### src/rtl/instr_loader.sv
// instr_loader: packs an MSB-first byte stream into 32-bit words and issues
// sequential write strobes (byte address 0, 4, 8, ...) to a word-indexed memory.
module instr_loader #(
   parameter int DEPTH = 32,
   parameter int CNT_W = 16
) (
   input  logic             clk_i,
   input  logic             rst_i,
   input  logic             start_i,
   input  logic [CNT_W-1:0] num_words_i,
   input  logic             abort_i,
   input  logic [7:0]       byte_i,
   input  logic             byte_valid_i,
   output logic             byte_ready_o,
   output logic             wr_en_o,
   output logic [31:0]      wr_addr_o,
   output logic [31:0]      wr_data_o,
   output logic             busy_o,
   output logic             done_o,
   output logic [CNT_W-1:0] word_count_o
);

   typedef enum logic [1:0] {S_IDLE, S_COLLECT, S_WRITE, S_DONE} state_t;

   localparam logic [CNT_W-1:0] DEPTH_C = CNT_W'(DEPTH);

   state_t           state_q, state_d;
   logic [CNT_W-1:0] len_q, len_d;
   logic [CNT_W-1:0] count_q, count_d;
   logic [1:0]       byte_cnt_q, byte_cnt_d;
   // Only the first three bytes are buffered; the fourth goes straight into the word.
   logic [23:0]      shift_q, shift_d;
   logic [31:0]      addr_q, addr_d;
   logic [31:0]      data_q, data_d;

   always_ff @(posedge clk_i or negedge rst_i) begin
      if (!rst_i) begin
         state_q    <= S_IDLE;
         len_q      <= '0;
         count_q    <= '0;
         byte_cnt_q <= '0;
         shift_q    <= '0;
         addr_q     <= '0;
         data_q     <= '0;
      end else begin
         state_q    <= state_d;
         len_q      <= len_d;
         count_q    <= count_d;
         byte_cnt_q <= byte_cnt_d;
         shift_q    <= shift_d;
         addr_q     <= addr_d;
         data_q     <= data_d;
      end
   end

   always_comb begin
      state_d    = state_q;
      len_d      = len_q;
      count_d    = count_q;
      byte_cnt_d = byte_cnt_q;
      shift_d    = shift_q;
      addr_d     = addr_q;
      data_d     = data_q;
      case (state_q)
         S_IDLE: begin
            if (start_i) begin
               len_d      = (num_words_i > DEPTH_C) ? DEPTH_C : num_words_i;
               count_d    = '0;
               byte_cnt_d = '0;
               shift_d    = '0;
               state_d    = (num_words_i == '0) ? S_DONE : S_COLLECT;
            end
         end
         S_COLLECT: begin
            if (abort_i) begin
               byte_cnt_d = '0;
               shift_d    = '0;
               state_d    = S_IDLE;
            end else if (byte_valid_i) begin
               byte_cnt_d = byte_cnt_q + 2'd1;
               shift_d    = {shift_q[15:0], byte_i};
               // Address and data are captured here so they stay stable through the strobe.
               if (byte_cnt_q == 2'd3) begin
                  data_d  = {shift_q, byte_i};
                  addr_d  = 32'({count_q, 2'b00});
                  state_d = S_WRITE;
               end
            end
         end
         S_WRITE: begin
            if (abort_i) begin
               state_d = S_IDLE;
            end else begin
               count_d = count_q + 1'b1;
               state_d = (count_d == len_q) ? S_DONE : S_COLLECT;
            end
         end
         S_DONE: begin
            state_d = S_IDLE;
         end
         default: begin
            state_d = S_IDLE;
         end
      endcase
   end

   assign byte_ready_o = (state_q == S_COLLECT);
   assign wr_en_o      = (state_q == S_WRITE) && !abort_i;
   assign busy_o       = (state_q == S_COLLECT) || (state_q == S_WRITE);
   assign done_o       = (state_q == S_DONE);
   assign wr_addr_o    = addr_q;
   assign wr_data_o    = data_q;
   assign word_count_o = count_q;

endmodule

### config.mk
export PLATFORM = sky130hd
export DESIGN_NAME = instr_loader
export DESIGN_NICKNAME = d
export VERILOG_FILES = /design/src/rtl/instr_loader.sv
export SDC_FILE = /design/constraint.sdc
export NUM_CORES = 1
export LEC_CHECK = 0
export CELL_PAD_IN_SITES_DETAIL_PLACEMENT = 1
export CELL_PAD_IN_SITES_GLOBAL_PLACEMENT = 2
export CORE_UTILIZATION = 30
export CTS_CLUSTER_DIAMETER = 100
export DETAILED_ROUTE_END_ITERATION = 6
export DONT_BUFFER_PORTS = 1
export PLACE_DENSITY_LB_ADDON = 0.08
export SKIP_CTS_REPAIR_TIMING = 1
export SLEW_MARGIN = 20
export SYNTH_ARGS = -nofsm -noshare
export SYNTH_HDL_FRONTEND = slang
export SYNTH_SLANG_ARGS = --single-unit
export TNS_END_PERCENT = 10
### constraint.sdc
create_clock -name clk_i -period 1.9 [get_ports clk_i]
set_clock_uncertainty 0.05 [all_clocks]
set_input_delay 0.285 -clock clk_i [delete_from_list [all_inputs] [get_ports clk_i]]
set_output_delay 0.285 -clock clk_i [all_outputs]
set_load 0.02 [all_outputs]
==> impl_metrics.json <==
{
  "finalCritPeriodShare_pct": 105,
  "seq_area_frac_synth_pct": 53.1,
  "rows": 47,
  "cellPowerDensity_nw_per_um2": 1000,
  "drtAntennaViolNets": 0,
  "endpoint_kind": "flip-flop",
  "crit_type": "reg2reg",
  "gr-usage-all-layers_pct": 16.0,
  "vias": 3711,
  "synth_top_area_share_pct": 53.1,
  "tightestPinTransition_ns": 0.538,
  "gp_congestion": 0.793,
  "synth_area_um2": 5080,
  "avgSynthCellArea_um2": 10.8,
  "drtIter0Drc": 168,
  "area_delta_synth_final_pct": 23.4,
  "antenna_cells": 0,
  "finalSetupViolations": 1,
  "cp_slowest_stage_delay_ns": 0.44,
  "drv_cap": 0,
  "synth_area_leaders": "dfrtp_1 (53%), mux2_2 (10%), nand2_1 (5.5%)",
  "initial_utilization_pct": 30.7,
  "synth-edff-count": 0,
  "hold_slack_ns": -0.427,
  "cts_max_level": 3,
  "hpwlAfterDp_mm": 9.67,
  "fin_crit_ns": 1.99,
  "slowest_stage": "dfrtp_2",
  "fin_ws_ns": -0.0862,
  "p_int_mw": 4.23,
  "cts_buffers": 9,
  "synthCells": 469,
  "r2r_setup_slack_ns": -0.09,
  "die_w_um": 132,
  "cts-root-buf": "clkbuf_16",
  "r2r-start": "word_count_o[0]",
  "wirelength_mm": 13.5,
  "worstSetupEndpoint": "state_q[1]",
  "critPathLaunchType": "flip-flop",
  "port_buffers": 0,
  "crit_chain": "ha_4 -> buf_4 -> and3_1 -> and3_1 -> xnor2_1 -> o2111a_1 -> nand4_2 -> a211oi_2",
  "combPwrFrac_pct": 28.1,
  "cp_max_fo": 4,
  "grt_pass1_wl_mm": 21.6,
  "failed_checks": "negative hold slack, negative setup slack",
  "overflow": 0,
  "p_leak_nw": 3.08,
  "insertion_delay_ns": 0.35,
  "grt_max_degree": 109,
  "reg2reg_to": "state_q[1]",
  "antenna_found_initial": 0,
  "via_per_inst": 4.86,
  "clkPwrFrac_pct": 29.8,
  "switchingPower_mw": 2.07,
  "rsz0062_at_grt": "true",
  "p_total_mw": 6.30,
  "dpl_cell_area_um2": 5780,
  "layout-drive-gt1-share_pct": 33.5,
  "async_reset_ff_share_pct": 100,
  "sw_frac_of_total_pct": 32.8,
  "power_frac_seq_pct": 42.1,
  "worstPathRequired_ns": 2.12,
  "num_io_pins": 113,
  "slew_viol_final": 0,
  "cp.arrival_ns": 2.21,
  "yosysTopAreaCell": "dfrtp_1",
  "yosys_warnings": 0,
  "clockBufferDepth": 2,
  "drc": 0,
  "die_h_um": 132,
  "core_um2": 16600,
  "cts.clk_slew.worst_paths_ns": 0.08,
  "hp-class": "in2async",
  "relSlewSlack_pct": 63.9,
  "cp_common_cell": "and3_1",
  "wl_per_cell_um": 17.7,
  "tritoncts": "done",
  "yosysMostFrequentCell": "dfrtp_1",
  "clock_sinks": 108,
  "final_cells": 764,
  "fp.dieArea_um2": 17500,
  "dp_cells": 736,
  "first_pass_iters": 4,
  "hold_violations": 108,
  "status": "complete, but fails checks",
  "ys_ff_latch": 108,
  "ff2ff_path_depth": 8,
  "grt_pass1_vias": 3853,
  "finalInstanceArea_um2": 6280,
  "setup.worst_path.start": "word_count_o[0]",
  "fmax_ghz": 0.503,
  "ys_types": 57,
  "vdd_drop_max_mv": 0.466,
  "ys.flop_type": "dfrtp_1",
  "yosys-top-cells-count": "dfrtp_1 (108), nand2_1 (74), mux2_2 (45), nand3_1 (31), o21ai_0 (30)",
  "num-nets-final": 575
}
[power groups by stage]
| stage | combinational (mW) | clock [mW] | sequential, mW |
|---|---|---|---|
| after global placement | 1.54 | 0 | 2.69 |
| after global routing | 1.96 | 2.06 | 2.68 |
| final | 1.77 | 1.88 | 2.66 |
| after detailed placement | 1.55 | 0 | 2.70 |
| after CTS | 1.56 | 1.96 | 2.65 |
| after floorplan | 0.848 | 0 | 2.67 |
[how the worst min path moves through the flow]
stage,start,end,cells past startpoint
2_1_floorplan,rst_i,byte_cnt_q[0],0
3_3_place_gp,rst_i,word_count_o[11],0
3_5_place_dp,rst_i,wr_addr_o[13],0
4_1_cts,rst_i,wr_data_o[26],0
5_1_grt,rst_i,wr_addr_o[13],0
6_report,rst_i,wr_addr_o[13],0
[final cells by class]
cell class,instances,area (µm²)
fillers,1853,10300
repair buffers,84,716
inverters,7,26.3
multi-input cells,329,2260
well taps,220,275
clock buffers,10,239
clock inverters,6,51.3
flip-flops and latches,108,2710
[worst max-delay path: cells and delay by family, from the launching register on]
kind                     cells  cell delay [ns]
AND/OR/NAND/NOR              3             0.47
AO/OA/AOI/OAI                2             0.46
flip-flops                   1             0.44
adder cells (fa/ha/maj)      1             0.18
XOR/XNOR                     1             0.17
buffers and inverters        1             0.13
[sequential cells by signal, indices dropped and copies added, names as in the netlist]
register,cells
wr_addr_o,16
len_q,16
shift_q,24
word_count_o,16
byte_cnt_q,2
wr_data_o,32
state_q,2
[routing by layer]
metal  share of wire [%]  wire (µm)  global-route usage (%)  vias up
met5                   0          0                       0        -
met4                 1.4        195                    5.81        0
met3                 5.2        709                    3.61       12
met2                  46       6160                    25.0       88
met1                  48       6460                    21.5     1865
li1                    -          -                       -     1746
[through the flow]
step	TNS, ns	worst slack (ns)	utilization (%)
final	-0.0862	-0.0862	37.9
after global placement	-0.0754	-0.0754	34.9
after global routing	-0.330	-0.188	37.9
after detailed placement	-0.154	-0.141	34.9
after CTS	-0.238	-0.173	36.6
after floorplan	-1.40	-0.187	-
[kinds of logic after synthesis]
family | count (synthesis) | share of synthesized area (%)
other | 1 | 0.0737
XOR/XNOR | 18 | 3.10
adder cells (fa/ha/maj) | 7 | 1.72
AND/OR/NAND/NOR | 173 | 17.2
flip-flops | 108 | 53.1
AO/OA/AOI/OAI | 69 | 9.01
multiplexers | 46 | 10.2
buffers and inverters | 47 | 5.59
[placed cells by master, fill, tap and decap left out, types with 3 or more instances in the layout]
cell type,count
o21ai_0,29
nand2_1,74
dfrtp_2,6
inv_1,4
conb_1,16
o31ai_1,5
a21oi_1,7
and2_1,10
ha_1,4
nand2b_1,4
mux2_2,44
nor3_1,4
xnor2_1,12
inv_6,4
buf_4,76
and3_1,3
nand3_2,3
clkbuf_16,10
xor2_1,6
a31oi_1,3
buf_12,5
a22o_1,6
inv_2,3
nor2_1,17
dfrtp_1,102
nand3_1,30
Power figures use the tool's default switching activity.
